[src/rtl/ps2_scancode_rx.sv]
// PS/2 keyboard receiver: synchronises the raw pins, validates 11-bit frames and buffers bytes.
// Optional `PS2_BREAK_FILTER_EN drops 0xF0 break prefixes and the byte that follows each one.
module ps2_scancode_rx #(
   parameter int unsigned FIFO_DEPTH     = 8,
   parameter int unsigned TIMEOUT_CYCLES = 65535
) (
   input  logic       clk,
   input  logic       rst,
   input  logic       ps2_clk,
   input  logic       ps2_data,
   output logic       out_valid,
   input  logic       out_ready,
   output logic [7:0] out_data,
   output logic       overflow,
   output logic       frame_err
);

   localparam int unsigned AW = $clog2(FIFO_DEPTH);
   localparam int unsigned TW = $clog2(TIMEOUT_CYCLES + 1);

   logic          r_clk_s1, r_clk_s2, r_clk_hist;
   logic          r_dat_s1, r_dat_s2;
   logic [3:0]    r_bit_cnt;
   logic [9:0]    r_shift;
   logic [TW-1:0] r_idle;
   logic          r_frame_err;
   logic          r_overflow;
   logic [7:0]    r_mem [FIFO_DEPTH];
   logic [AW:0]   r_wptr, r_rptr;

   logic       w_fall, w_bit, w_last, w_good, w_bad, w_timeout;
   logic [7:0] w_byte;
   logic       w_push_req, w_push, w_pop, w_empty, w_full;

   // Preset to 1 so reset looks like an idle bus and cannot fake a falling edge.
   always_ff @(posedge clk or posedge rst) begin
      if (rst) begin
         r_clk_s1   <= 1'b1;
         r_clk_s2   <= 1'b1;
         r_clk_hist <= 1'b1;
         r_dat_s1   <= 1'b1;
         r_dat_s2   <= 1'b1;
      end else begin
         r_clk_s1   <= ps2_clk;
         r_clk_s2   <= r_clk_s1;
         r_clk_hist <= r_clk_s2;
         r_dat_s1   <= ps2_data;
         r_dat_s2   <= r_dat_s1;
      end
   end

   assign w_fall = r_clk_hist & ~r_clk_s2;
   assign w_bit  = r_dat_s2;
   assign w_last = w_fall && (r_bit_cnt == 4'd10);

   // After ten shifts: [0]=start, [8:1]=data, [9]=parity; the stop bit is the live sample.
   assign w_byte    = r_shift[8:1];
   assign w_good    = w_last & ~r_shift[0] & w_bit & (^r_shift[9:1]);
   assign w_bad     = w_last & ~w_good;
   assign w_timeout = !w_fall && (r_bit_cnt != 4'd0) && (r_idle == TW'(TIMEOUT_CYCLES));

   always_ff @(posedge clk or posedge rst) begin
      if (rst) begin
         r_bit_cnt   <= 4'd0;
         r_shift     <= '0;
         r_idle      <= '0;
         r_frame_err <= 1'b0;
      end else begin
         r_frame_err <= w_bad | w_timeout;
         if (w_fall) begin
            r_shift   <= {w_bit, r_shift[9:1]};
            r_bit_cnt <= w_last ? 4'd0 : r_bit_cnt + 4'd1;
            r_idle    <= '0;
         end else if (w_timeout) begin
            r_bit_cnt <= 4'd0;
            r_idle    <= '0;
         end else if (r_bit_cnt != 4'd0) begin
            r_idle <= r_idle + TW'(1);
         end
      end
   end

`ifdef PS2_BREAK_FILTER_EN
   logic r_brk_armed;
   logic w_brk_armed_nxt;

   always_comb begin
      w_push_req      = 1'b0;
      w_brk_armed_nxt = r_brk_armed;
      if (w_good) begin
         if (r_brk_armed) begin
            w_brk_armed_nxt = 1'b0;
         end else if (w_byte == 8'hF0) begin
            w_brk_armed_nxt = 1'b1;
         end else begin
            w_push_req = 1'b1;
         end
      end
   end

   always_ff @(posedge clk or posedge rst) begin
      if (rst) r_brk_armed <= 1'b0;
      else     r_brk_armed <= w_brk_armed_nxt;
   end
`else
   assign w_push_req = w_good;
`endif

   assign w_empty = (r_wptr == r_rptr);
   assign w_full  = (r_wptr[AW] != r_rptr[AW]) && (r_wptr[AW-1:0] == r_rptr[AW-1:0]);
   assign w_pop   = ~w_empty & out_ready;
   // A full FIFO still takes a byte when the head leaves in the same cycle.
   assign w_push  = w_push_req & (~w_full | w_pop);

   always_ff @(posedge clk or posedge rst) begin
      if (rst) begin
         for (int i = 0; i < FIFO_DEPTH; i++) r_mem[i] <= 8'h00;
         r_wptr     <= '0;
         r_rptr     <= '0;
         r_overflow <= 1'b0;
      end else begin
         if (w_push) begin
            r_mem[r_wptr[AW-1:0]] <= w_byte;
            r_wptr                <= r_wptr + {{AW{1'b0}}, 1'b1};
         end
         if (w_pop) r_rptr <= r_rptr + {{AW{1'b0}}, 1'b1};
         if (w_push_req && !w_push) r_overflow <= 1'b1;
      end
   end

   assign out_valid = ~w_empty;
   assign out_data  = r_mem[r_rptr[AW-1:0]];
   assign overflow  = r_overflow;
   assign frame_err = r_frame_err;

endmodule
[config.mk]
export PLATFORM = sky130hd
export DESIGN_NAME = ps2_scancode_rx
export DESIGN_NICKNAME = d
export VERILOG_FILES = /design/src/rtl/ps2_scancode_rx.sv
export SDC_FILE = /design/constraint.sdc
export NUM_CORES = 1
export LEC_CHECK = 0
export BUFFER_PORTS_ARGS = -buffer_cell sky130_fd_sc_hd__buf_4
export CAP_MARGIN = 40
export CORE_MARGIN = 4
export CORE_UTILIZATION = 25
export CTS_CLUSTER_DIAMETER = 120
export CTS_CLUSTER_SIZE = 12
export DETAILED_ROUTE_END_ITERATION = 8
export SYNTH_ARGS = -nofsm -noshare
export SYNTH_HDL_FRONTEND = slang
export SYNTH_SLANG_ARGS = --single-unit
[constraint.sdc]
create_clock -name clk -period 4.75 [get_ports clk]
set_input_delay 1.1875 -clock clk [delete_from_list [all_inputs] [get_ports clk]]
set_output_delay 1.1875 -clock clk [all_outputs]
set_load 0.005 [all_outputs]
Word-level counts from Yosys, hierarchy flattened
Cells that the tools add are included.
Widths: inputs -> output; s select.
- flip-flop bits (word level): 109
- word-level logic and storage cells: 72
- bits of input ports: 5
- $add $sub $neg: 4
- order comparisons: 3
- reductions and logical operators: 12
- bitwise gates (word level): 16
- equality and inequality tests: 5
- muxes and demuxes: 12
- operators by type and width (kind ; count):
    $bwmux 64 ; 1
    $mux 16 ; 3
    $bmux 8 s3 ; 1
    $demux 8 s3 ; 1
    $mux 8 ; 3
    $add 16x1->16 const B ; 1
    $eq 16x16->1 const B ; 1
    $add 4x1->4 const B ; 3
    $mux 4 ; 3
    $reduce_xor 9->1 ; 1
    $ge 4x4->1 const B ; 2
    $not 3->4 ; 2
    $and 1x1->1 ; 7
    $logic_and 1x1->1 ; 6
    $not 1->1 ; 5
    $eq 4x4->1 ; 1
    $eq 4x4->1 const B ; 1
    $lt 4x1->1 const B ; 1
    $reduce_bool 4->1 ; 1
    $eq 3x3->1 ; 1
    $reduce_bool 3->1 ; 1
    $logic_not 1->1 ; 2
    $or 1x1->1 ; 2
    $reduce_bool 2->1 ; 1
    $ne 1x1->1 ; 1

Longest topological paths before layout
- word-level depth: 9
- mapped depth: 8
- mapped depth without buffers: 7

Least setup slack after synthesis
OpenSTA, ideal clock, no wires.
- path kind: register to output
- from: register r_rptr[0]
- to: output out_data[0]
- data arrival time: 1.921 ns
- path buffers: 2
- cell stages (with the launch flop): 5
- data required time: 3.563 ns
- path slack: 1.641 ns
- cell sequence: dfrtp_1 buf_2 buf_1 mux4_2 mux2_2
- longest elaborated chain between the ends: 4
- RTL lines (item ; line ; source):
    start: declaration ; 29 ; logic [AW:0] r_wptr, r_rptr;
    start signal: assignment ; 126 ; if (w_pop) r_rptr <= r_rptr + {{AW{1'b0}}, 1'b1};
    $not 3->4 (not written as such) ; 132 ; assign out_data = r_mem[r_rptr[AW-1:0]];
    $bmux 8 s3 ; 132 ;
    $mux 8 (not written as such) (2 in a row) ; 132 ;
    end: declaration ; 13 ; output logic [7:0] out_data,
No other way between the ends. The select of a mux whose other input is x is not followed.

Worst setup path after layout
- from: register r_rptr[0]
- to: output out_data[7]
Same word-level chain as after synthesis.

==> flow_summary.ini <==
[global_routing]
grt_overflow = 0
antenna_found_initial = 0
grt_first_pass_wirelength_um = 16770
track_usage_pct = 9.540
grt_pass1_vias = 3089
grt_max_degree = 57

[synthesis]
synthArstFlopShare_pct = 100.0
synth-seq-cells = 109
syn-num-nets = 372
synth-seq-area-share_pct = 53.53
syn_inst = 361
synthFlopType = dfrtp_1
ys_warn_count = 0
syn_area_sq_um = 5107
synth.avg_cell_area_sq_um = 14.15
synth_cell_types = 38
synth_edf_count = 0

[worst_setup_path]
ff2ff_path_depth = 5
regToRegStartpoint = r_rptr[2]
worstPathRequired_ps = 3560
critical_path_arrival_ps = 2280
crit_path_end_kind = output port
crit_fanout = 12
rrSetupSlack_ps = 1940
start_kind = register
critPathKind = reg2out
worst_r2r_endpoint = r_mem[42]

[finish]
nets = 381
filler_cell_count = 2023
syn_to_final_growth_pct = 14.01
antennaDiodeCount = 0
drive_above_1_share_pct = 38.93
final_core_util_pct = 28.87
design_area_sq_um = 5823
instances_no_fill = 645
ff_latch_area_sq_um = 2734
multi_input_area_sq_um = 2251

[placement]
place_congestion = 0.7275
io_buffer_count = 15
dp_slack_ps = 1632
postPlaceCellArea_sq_um = 5525
hpwl_um = 6750
place_inst = 629

[routing]
drt-initial-drc-count = 178
drt_pass1_iterations = 4
ant_nets = 0
via_count = 2846
wirelength_um = 10080
drc = 0
viasPerCell = 4.412
avgRoutedWirePerCell_um = 15.63

[clock_tree]
cts-resized-gates = 0
clock_sinks = 109
cts.htree.levels = 3
cts_max_path_buffers = 2
clock_latency_ps = 340
numCtsBuffers = 9
cts_tree = built
cts-hold-fix-buffers = 0
root_buffer = clkbuf_16
cts_setup_buffers = 0
path_clk_slew_ps = 70

[pwr]
p_leak_nw = 2.659
vdd_drop_max_v = 0.0002236
pwr_density_cell_nw_per_um2 = 436.1

[sta]
setup_ws_ps = 1281
tightest_slew_ps = 829.8
max_freq_ghz = 0.2883
hold_viol = 0
relSlewSlack_pct = 44.56
final.period_utilization_pct = 73.03
finalClockSkew_ps = 7.801
finalCriticalPeriod_ps = 3469
slew_viol_final = 0
finalSetupTns_ps = 0
finalSetupViolations = 0
rsz0062_at_grt = false

[floorplanning]
rows = 52
start_util_pct = 25.32
core-area_sq_um = 20170
ios = 16
die-area_sq_um = 22780
die_h_um = 150.9
die_w_um = 150.9

[hold_path]
min_to = r_clk_s2
hold_path.startpoint = r_clk_s1
hold_depth = 0
min_path_type = reg2reg

[outcome]
status = complete, no violations

[run]
drv_cap = 0
==> cell families after synthesis <==
logic type	after synthesis	share of synthesized area (%)
compound gates	18	4.214
xor+xnor	32	6.051
fa+ha+maj	6	1.470
buf+inv	29	2.401
flops	109	53.53
mux	101	25.77
simple gates	66	6.566
==> flip-flops by register name (all words and copies together) (netlist names) <==
| register | cells |
|---|---|
| r_mem | 64 |
| r_idle | 16 |
| r_shift | 10 |
| r_bit_cnt | 4 |
| r_rptr | 4 |
| r_wptr | 4 |
| frame_err | 1 |
| overflow | 1 |
| r_clk_hist | 1 |
| r_clk_s1 | 1 |
| r_clk_s2 | 1 |
| r_dat_s1 | 1 |
| r_dat_s2 | 1 |
==> stage by stage <==
step / power [mW] / hold slack (ps)
final: 2.540 / 359.1
after global placement: 1.763 / 348.5
after floorplan: 1.642 / 345.2
after detailed placement: 1.816 / 349.8
after global routing: 2.679 / 363.3
after CTS: 2.576 / 360.4
==> power breakdown <==
part           switching [mW]  total (mW)  internal [mW]
Clock                   0.338       0.751          0.413
Sequential              0.204        1.23           1.02
Combinational           0.259       0.562          0.303
Total                   0.801        2.54           1.74
==> cell type report <==
| class | count | area share [%] |
|---|---|---|
| clock buffers | 10 | 3.932 |
| flip-flops and latches | 109 | 46.95 |
| clock inverters | 6 | 1.182 |
| well taps | 270 | 5.801 |
| multi-input cells | 223 | 38.65 |
| inverters | 6 | 0.4297 |
| repair buffers | 21 | 3.051 |
==> cell usage after synthesis (6+ instances only) <==
library cell	instances	share of area [%]
clkbuf_1	14	1.0
dfrtp_1	104	51
ha_1	6	1.5
inv_1	6	0.44
mux2_1	6	1.3
mux2_2	78	17
mux4_2	16	7.1
nand2_1	7	0.51
nand3_1	11	1.1
nor2_1	23	1.7
xnor2_1	15	2.6
xor2_1	15	2.6
==> cell usage in the layout, fill, tap and decap left out, drive strengths merged, types with 2 or more instances in the layout <==
cell type  netlist  routed
nor3             4       4
o21ai            8       8
nand4            5       5
mux4            16      16
and4             2       2
nor2            23      23
clkbuf          14      10
nor2b            2       2
dfstp            5       5
nor3b            4       4
inv              6       8
clkinv           0       2
xnor2           15      15
dfrtp          104     104
mux2            84      84
ha               6       6
xor2            15      15
and3             4       4
o2111ai          4       4
buf              9      21
nand3           11      11
nand2            7       7
==> metal layers <==
metal  GRT usage (%)  routed length, um
met5               0                  0
met4           4.306                175
met3           1.257                235
met2           15.99               5228
met1           12.30               4440
==> worst max-delay path: stages (launching register included) <==
cell	delay, ps
dfrtp_1	630
buf_4	360
mux4_2	520
mux2_2	280
buf_4	140
==> worst max path at each step <==
| stage | cells past startpoint | start | slack, ps | endpoint |
|---|---|---|---|---|
| finish | 4 | r_rptr[0] | 1280 | out_data[7] |
| global route | 4 | r_rptr[0] | 1130 | out_data[7] |
| CTS | 4 | r_rptr[0] | 1260 | out_data[7] |
| detailed placement | 4 | r_rptr[0] | 1630 | out_data[7] |
| global placement | 3 | r_rptr[1] | 1620 | out_data[6] |
| floorplan | 1 | rst | 700 | frame_err |
Power figures use the tool's default switching activity.
